## src/rtl/infix_to_postfix_if.sv

```systemverilog
// ============================================================================
// infix_to_postfix_if : token-in / postfix-out bus of the infix converter
// Rev 1.0 - initial release
// ============================================================================
`default_nettype none

interface infix_to_postfix_if;
    logic       IN_VALID;
    logic [3:0] IN;
    logic       IN_MODE;
    logic       OUT_VALID;
    logic [3:0] OUT;
    logic       OUT_MODE;
    logic       BUSY;
    logic       ERR;

    modport master (
        output IN_VALID, IN, IN_MODE,
        input  OUT_VALID, OUT, OUT_MODE, BUSY, ERR
    );

    modport slave (
        input  IN_VALID, IN, IN_MODE,
        output OUT_VALID, OUT, OUT_MODE, BUSY, ERR
    );
endinterface

`default_nettype wire

```

## src/rtl/infix_to_postfix.sv

```systemverilog
// ============================================================================
// infix_to_postfix : buffers an infix token burst, converts it with a
// shunting-yard operator stack and replays the postfix result as one burst.
// Rev 1.0 - initial release
// ============================================================================
`default_nettype none

module infix_to_postfix #(
    parameter int DEPTH     = 16,
    parameter int STK_DEPTH = 8
) (
    input wire                 CLK,
    input wire                 RESET,
    infix_to_postfix_if.slave  bus
);

    localparam int CW  = $clog2(DEPTH + 1);
    localparam int IW  = $clog2(DEPTH);
    localparam int SW  = $clog2(STK_DEPTH + 1);
    localparam int SIW = $clog2(STK_DEPTH);

    localparam logic [3:0] C_ADD = 4'b0001;
    localparam logic [3:0] C_SUB = 4'b0010;
    localparam logic [3:0] C_MUL = 4'b0100;
    localparam logic [3:0] C_LP  = 4'b1000;
    localparam logic [3:0] C_RP  = 4'b1001;

    typedef enum logic [2:0] {
        S_IDLE  = 3'd0,
        S_LOAD  = 3'd1,
        S_CONV  = 3'd2,
        S_FLUSH = 3'd3,
        S_EMIT  = 3'd4
    } state_t;

    state_t          r_state, w_state_nxt;
    logic [4:0]      r_in_buf  [0:DEPTH-1];
    logic [4:0]      r_out_buf [0:DEPTH-1];
    logic [3:0]      r_stack   [0:STK_DEPTH-1];
    logic [CW-1:0]   r_wr, r_rd, r_out_cnt, r_oc;
    logic [SW-1:0]   r_sp;
    logic            r_out_valid, r_out_mode, r_busy, r_err;
    logic [3:0]      r_out;

    logic [4:0]      w_tok, w_app_tok;
    logic [3:0]      w_top;
    logic            w_stk_empty, w_stk_full, w_top_is_op;
    logic            w_push, w_pop, w_app, w_rd_inc, w_err_set, w_err_clr;
    logic            w_emit, w_ld_first, w_ld_next, w_buf_wr;
    logic [IW-1:0]   w_buf_idx;

    function automatic logic [1:0] f_prec(input logic [3:0] c);
        if (c == C_MUL)                   return 2'd2;
        else if (c == C_ADD || c == C_SUB) return 2'd1;
        else                              return 2'd0;
    endfunction

    assign w_tok       = r_in_buf[r_rd[IW-1:0]];
    assign w_top       = r_stack[SIW'(r_sp - 1'b1)];
    assign w_stk_empty = (r_sp == '0);
    assign w_stk_full  = (r_sp == SW'(STK_DEPTH));
    assign w_top_is_op = !w_stk_empty && (w_top != C_LP);

    always_ff @(posedge CLK or negedge RESET) begin
        if (!RESET) r_state <= S_IDLE;
        else        r_state <= w_state_nxt;
    end

    always_comb begin
        w_state_nxt = r_state;
        w_push      = 1'b0;
        w_pop       = 1'b0;
        w_app       = 1'b0;
        w_app_tok   = '0;
        w_rd_inc    = 1'b0;
        w_err_set   = 1'b0;
        w_err_clr   = 1'b0;
        w_emit      = 1'b0;
        w_ld_first  = 1'b0;
        w_ld_next   = 1'b0;
        w_buf_wr    = 1'b0;
        w_buf_idx   = '0;
        case (r_state)
            S_IDLE: if (bus.IN_VALID) begin
                w_state_nxt = S_LOAD;
                w_ld_first  = 1'b1;
                w_err_clr   = 1'b1;
                w_buf_wr    = 1'b1;
            end
            S_LOAD: begin
                if (!bus.IN_VALID) begin
                    w_state_nxt = S_CONV;
                end else if (r_wr == CW'(DEPTH)) begin
                    w_err_set = 1'b1;
                end else begin
                    w_ld_next = 1'b1;
                    w_buf_wr  = 1'b1;
                    w_buf_idx = r_wr[IW-1:0];
                end
            end
            S_CONV: begin
                if (r_rd == r_wr) begin
                    w_state_nxt = S_FLUSH;
                end else if (!w_tok[4]) begin
                    w_app     = 1'b1;
                    w_app_tok = w_tok;
                    w_rd_inc  = 1'b1;
                end else begin
                    case (w_tok[3:0])
                        C_LP: begin
                            w_rd_inc = 1'b1;
                            if (w_stk_full) w_err_set = 1'b1;
                            else            w_push    = 1'b1;
                        end
                        C_RP: begin
                            if (w_stk_empty) begin
                                w_err_set = 1'b1;
                                w_rd_inc  = 1'b1;
                            end else if (w_top == C_LP) begin
                                w_pop    = 1'b1;
                                w_rd_inc = 1'b1;
                            end else begin
                                w_pop     = 1'b1;
                                w_app     = 1'b1;
                                w_app_tok = {1'b1, w_top};
                            end
                        end
                        C_ADD, C_SUB, C_MUL: begin
                            // Popping on equal precedence yields left associativity
                            if (w_top_is_op && f_prec(w_top) >= f_prec(w_tok[3:0])) begin
                                w_pop     = 1'b1;
                                w_app     = 1'b1;
                                w_app_tok = {1'b1, w_top};
                            end else begin
                                w_rd_inc = 1'b1;
                                if (w_stk_full) w_err_set = 1'b1;
                                else            w_push    = 1'b1;
                            end
                        end
                        default: begin
                            w_err_set = 1'b1;
                            w_rd_inc  = 1'b1;
                        end
                    endcase
                end
            end
            S_FLUSH: begin
                if (w_stk_empty) begin
                    w_state_nxt = S_EMIT;
                end else begin
                    w_pop = 1'b1;
                    if (w_top == C_LP) begin
                        w_err_set = 1'b1;
                    end else begin
                        w_app     = 1'b1;
                        w_app_tok = {1'b1, w_top};
                    end
                end
            end
            S_EMIT: begin
                if (r_oc == r_out_cnt) w_state_nxt = S_IDLE;
                else                   w_emit      = 1'b1;
            end
            default: w_state_nxt = S_IDLE;
        endcase
    end

    always_ff @(posedge CLK or negedge RESET) begin
        if (!RESET) begin
            r_wr        <= '0;
            r_rd        <= '0;
            r_sp        <= '0;
            r_out_cnt   <= '0;
            r_oc        <= '0;
            r_out_valid <= 1'b0;
            r_out       <= '0;
            r_out_mode  <= 1'b0;
            r_busy      <= 1'b0;
            r_err       <= 1'b0;
        end else begin
            r_out_valid <= 1'b0;
            r_out       <= '0;
            r_out_mode  <= 1'b0;
            r_busy      <= (w_state_nxt == S_CONV) || (w_state_nxt == S_FLUSH) ||
                           (w_state_nxt == S_EMIT);
            if (w_ld_first) begin
                r_wr      <= CW'(1);
                r_rd      <= '0;
                r_sp      <= '0;
                r_out_cnt <= '0;
                r_oc      <= '0;
            end
            if (w_ld_next) r_wr <= r_wr + 1'b1;
            if (w_err_clr) r_err <= 1'b0;
            if (w_err_set) r_err <= 1'b1;
            if (w_push)    r_sp <= r_sp + 1'b1;
            if (w_pop)     r_sp <= r_sp - 1'b1;
            if (w_app)     r_out_cnt <= r_out_cnt + 1'b1;
            if (w_rd_inc)  r_rd <= r_rd + 1'b1;
            if (w_emit) begin
                r_out_valid <= 1'b1;
                {r_out_mode, r_out} <= r_out_buf[r_oc[IW-1:0]];
                r_oc        <= r_oc + 1'b1;
            end
        end
    end

    // Storage arrays carry no reset; their contents are qualified by the counters
    always_ff @(posedge CLK) begin
        if (w_buf_wr) r_in_buf[w_buf_idx]            <= {bus.IN_MODE, bus.IN};
        if (w_push)   r_stack[r_sp[SIW-1:0]]         <= w_tok[3:0];
        if (w_app)    r_out_buf[r_out_cnt[IW-1:0]]   <= w_app_tok;
    end

    assign bus.OUT_VALID = r_out_valid;
    assign bus.OUT       = r_out;
    assign bus.OUT_MODE  = r_out_mode;
    assign bus.BUSY      = r_busy;
    assign bus.ERR       = r_err;

endmodule

`default_nettype wire

```

## src/flat_wrapper.sv

```systemverilog
// flat-port wrapper written by rule: the top's interface ports become plain ports
module infix_to_postfix_flat 
#(
    parameter int DEPTH     = 16,
    parameter int STK_DEPTH = 8
)
  (CLK, RESET, bus_IN_VALID, bus_IN, bus_IN_MODE, bus_OUT_VALID, bus_OUT, bus_OUT_MODE, bus_BUSY, bus_ERR);
  infix_to_postfix_if bus_i ();
  input wire CLK;
  input wire RESET;
  input wire logic [$bits(bus_i.IN_VALID)-1:0] bus_IN_VALID;
  input wire logic [$bits(bus_i.IN)-1:0] bus_IN;
  input wire logic [$bits(bus_i.IN_MODE)-1:0] bus_IN_MODE;
  output wire logic [$bits(bus_i.OUT_VALID)-1:0] bus_OUT_VALID;
  output wire logic [$bits(bus_i.OUT)-1:0] bus_OUT;
  output wire logic [$bits(bus_i.OUT_MODE)-1:0] bus_OUT_MODE;
  output wire logic [$bits(bus_i.BUSY)-1:0] bus_BUSY;
  output wire logic [$bits(bus_i.ERR)-1:0] bus_ERR;
  assign bus_i.IN_VALID = bus_IN_VALID;
  assign bus_i.IN = bus_IN;
  assign bus_i.IN_MODE = bus_IN_MODE;
  assign bus_OUT_VALID = bus_i.OUT_VALID;
  assign bus_OUT = bus_i.OUT;
  assign bus_OUT_MODE = bus_i.OUT_MODE;
  assign bus_BUSY = bus_i.BUSY;
  assign bus_ERR = bus_i.ERR;
  infix_to_postfix #(.DEPTH(DEPTH), .STK_DEPTH(STK_DEPTH)) u_core (.CLK(CLK), .RESET(RESET), .bus(bus_i));
endmodule
```

## config.mk

```make
export PLATFORM = sky130hd
export DESIGN_NAME = infix_to_postfix_flat
export DESIGN_NICKNAME = d
export VERILOG_FILES = /design/src/rtl/infix_to_postfix_if.sv /design/src/rtl/infix_to_postfix.sv /design/src/flat_wrapper.sv
export SDC_FILE = /design/constraint.sdc
export NUM_CORES = 1
export LEC_CHECK = 0
export ABC_AREA = 0
export ABC_CLOCK_PERIOD_IN_PS = 5090
export CAP_MARGIN = 5
export CORE_MARGIN = 4
export CORE_UTILIZATION = 47
export CTS_BUF_LIST = sky130_fd_sc_hd__clkbuf_4
export CTS_CLUSTER_SIZE = 25
export DETAILED_ROUTE_END_ITERATION = 12
export PLACE_DENSITY = 0.71
export REMOVE_ABC_BUFFERS = 1
export SYNTH_ARGS = -nofsm -noshare
export SYNTH_HDL_FRONTEND = slang
export SYNTH_SLANG_ARGS = --single-unit
```

## constraint.sdc

```tcl
create_clock -name CLK -period 5.09 [get_ports CLK]
set_input_delay 0.509 -clock CLK [delete_from_list [all_inputs] [get_ports CLK]]
set_output_delay 0.509 -clock CLK [all_outputs]
set_load 0.1 [all_outputs]
```

==> impl_metrics.yaml <==
clock_network:
  clock_latency_ns: 0.71
  post_cts_buffers: 0
  htreeDepth: 2
  cts_tree: "done"
  clkTransAtPathRegs_ns: 0.07
  cts_max_path_buffers: 3
  cts_sinks: 227
  cts-root-buf: "clkbuf_4"
  numCtsBuffers: 57
logic_synthesis:
  synth_top_area_share_pct: 58.2
  yosys_register_bits: 227
  synth_area_per_cell_um2: 15.9
  postSynth.asyncResetShare_pct: 15.4
  yosys-top-cells-area: "edfxtp_1 58%, mux4_2 9.8%, dfrtp_1 8.8%"
  netlist_area_mm2: 0.00991
  netlist_instances: 624
  synth_flop_cell: "edfxtp_1"
  synth.largest_area_cell: "edfxtp_1"
  yosysSeqAreaShare_pct: 67.0
  synth-edff-count: 192
  synth_warnings: 0
  synthDistinctLibCells: 64
critical_path:
  worstPathRequired_ns: 5.41
  cp_common_cell: "nor2_1"
  reg2reg_slack_ns: 0.23
  r2r_start: "u_core.r_sp[1]"
  path_cells: "inv_1 > ha_2 > mux4_2 > mux2i_2 > xor2_1 > nand3_1 > ha_1 > nand2b_1 > a21oi_1 > nor2_1 > a211oi_2 > or3b_1 > o211ai_2 > and2_1 > nand2_1 > nor2_1"
  cp_data_arrival_time_ns: 5.18
  crit_fanout: 11
  end_kind: "flip-flop"
  cp_slowest_cell: "dfrtp_2"
  cp-start-kind: "flip-flop"
  path_class: "flip-flop to flip-flop"
  cp_slowest_stage_delay_ns: 0.50
  timing.rr.end: "u_core.r_stack[7][3]"
  r2r_cells: 16
cells_and_area:
  nFillCells: 1654
  multi_input_area_mm2: 0.00305
  syn_to_final_growth_pct: 12.7
  drive_above_1_share_pct: 24.4
  fin_nets: 710
  design_area_mm2: 0.0112
  ff_latch_area_mm2: 0.00664
  final_util_pct: 54.5
routing:
  drtPass1Iterations: 5
  drtAntennaViolNets: 0
  drt_wl_total_mm: 20.0
  avgViaCountPerCell: 5.70
  vias: 5713
  drtIter0Drc: 501
  drt-wirelength-per-cell_um: 19.9
  drcViolationCount: 0
floorplanning:
  start_util_pct: 48.4
  fp.dieH_um: 153
  ioPinCount: 16
  placementRows: 52
  die_area_mm2: 0.0235
  coreArea_mm2: 0.0205
  die_w_um: 153
sta:
  final_hold_viol_count: 0
  setup_violations: 0
  finalClockSkew_ns: 0.0888
  maxSlewHeadroom_pct: 26.4
  rsz0062_at_grt: "true"
  holdWs_ns: 0.412
  worstMarginPinSlew_ns: 1.10
  slew_viol_final: 0
  timing.final.crit_period_ns: 4.86
  max_freq_mhz: 206
  finalCritPeriodShare_pct: 95.5
grt:
  grt_overflow_total: 0
  antenna_found_initial: 1
  grt_start_max_net_pins: 36
  first_global_vias: 5913
  grt_pass1_wl_mm: 32.3
  grtUsageTotal_pct: 17.3
pwr:
  ir_drop_uv: 361
  total_power_mw: 6.95
  powerDensity_mw_per_mm2: 622
  p_leak_nw: 3.88
min_path:
  hold_class: "primary input to async pin"
outcome:
  run_status: "finished, final reports clean"
place:
  dpl_cell_area_mm2: 0.0104
  port-buffer-count: 15
  place.gp.congestion: 0.822
  hpwlAfterDp_mm: 13.3
flow_run:
  max_cap_violations: 0
report_power, final:
part / total (mW) / internal, mW / switching [mW]
Clock: 1.47 / 0.761 / 0.710
Sequential: 2.70 / 2.49 / 0.210
Combinational: 2.78 / 1.10 / 1.67
synthesized netlist by cell type, drive strengths merged, types with 2 or more instances:
master and instances:
or3 2, o31ai 4, a21oi 10, nand2b 5, ha 12, nand2 48, o21ai 22, inv 15
xor2 10, a22oi 6, o21a 2, nor2b 8, mux4 46, dfrtp 35, and2 4, xnor2 7
edfxtp 192, a22o 3, nor3b 3, nor4 3, clkbuf 18, o311a 2, or2 2, a221oi 9
o211ai 5, mux2i 24, nand3 17, a31oi 5, a211oi 2, buf 17, nor3 19, a311o 2
nand4 7, nor2 40, or3b 2
placed cells by master, fill, tap and decap left out, drive strengths merged, types with 2 or more instances in the layout:
cell type / count
edfxtp: 192
clkbuf: 77
nand2: 48
mux4: 46
nor2: 40
dfrtp: 35
buf: 27
mux2i: 24
o21ai: 22
clkinv: 20
nor3: 19
nand3: 17
inv: 17
clkdlybuf4s50: 14
ha: 12
xor2: 10
a21oi: 10
a221oi: 9
nor2b: 8
xnor2: 7
nand4: 7
a22oi: 6
a31oi: 5
nand2b: 5
o211ai: 5
and2: 4
o31ai: 4
a22o: 3
nor4: 3
nor3b: 3
o21a: 2
a211oi: 2
or2: 2
or3: 2
o311a: 2
a311o: 2
or3b: 2
stage by stage:
stage | std cells | TNS [ns] | worst slack [ns]
final | 1002 | 0 | 0.227
after global routing | 1002 | -0.241 | -0.0402
after CTS | 1001 | 0 | 0.0741
after detailed placement | 900 | 0 | 0.00226
after global placement | 900 | 0 | 0.338
after floorplan | 589 | -6.51 | -0.162
worst max-delay path: cells and delay by family (launching register included):
| kind | cells | cell delay, ns |
|---|---|---|
| AOI/OAI and AO/OA | 3 | 0.64 |
| DFF | 1 | 0.50 |
| muxes | 2 | 0.65 |
| buffers and inverters | 1 | 0.14 |
| xor gates and xnor gates | 1 | 0.18 |
| adders and majority gates | 2 | 0.79 |
| and+or+nand+nor | 7 | 1.61 |
cell families after synthesis:
logic type,count (synthesis),share of synthesized area [%]
and+or+nand+nor,166,8.28
muxes,71,13.1
AOI/OAI and AO/OA,81,6.12
buffers and inverters,50,2.45
DFF,227,67.0
adders and majority gates,12,1.51
xor gates and xnor gates,17,1.50
flip-flops by register name, summed over array words and instances (netlist names):
| name | count |
|---|---|
| u_core.r_in_buf | 80 |
| u_core.r_out_buf | 80 |
| u_core.r_stack | 32 |
| u_core.r_oc | 5 |
| u_core.r_out_cnt | 5 |
| u_core.r_rd | 5 |
| u_core.r_wr | 5 |
| u_core.bus.OUT | 4 |
| u_core.r_sp | 4 |
| u_core.r_state | 3 |
| u_core.bus.BUSY | 1 |
| u_core.bus.ERR | 1 |
| u_core.bus.OUT_MODE | 1 |
| u_core.bus.OUT_VALID | 1 |
metal layers:
metal,part of all wire (%),track usage [%],up-vias,wire length (um)
met3,4.5,3.85,33,895
met2,50,28.0,155,9930
met5,0,0,-,0
met1,44,23.4,2903,8730
met4,2.2,5.94,0,433
li1,-,-,2622,-
cell type report:
class,count,area share (%)
Sequential cell,227,59.5
Multi-Input combinational cell,347,27.3
Clock buffer,77,5.17
Timing Repair Buffer,42,3.25
Tap cell,270,3.02
Clock inverter,23,1.23
Inverter,15,0.504
Antenna cell,1,0.0224
worst max path at each step:
stage	startpoint	end	slack, ns
final	u_core.r_sp[1]	u_core.r_stack[7][3]	0.23
after global routing	u_core.r_sp[1]	u_core.r_stack[7][3]	-0.04
after CTS	u_core.r_sp[1]	u_core.r_stack[7][3]	0.07
after detailed placement	u_core.r_sp[1]	u_core.r_stack[3][1]	0.002
after global placement	u_core.r_sp[1]	u_core.r_stack[3][1]	0.34
after floorplan	u_core.r_rd[0]	u_core.r_out_buf[0][3]	-0.16
repair_timing:
item,in CTS,in global routing
setup endpoints to repair,8,75
hold buffers,1,0
endpoints found under the hold margin,35,0
resized for setup,2,4
No activity file was read; power rests on OpenSTA's default activity.
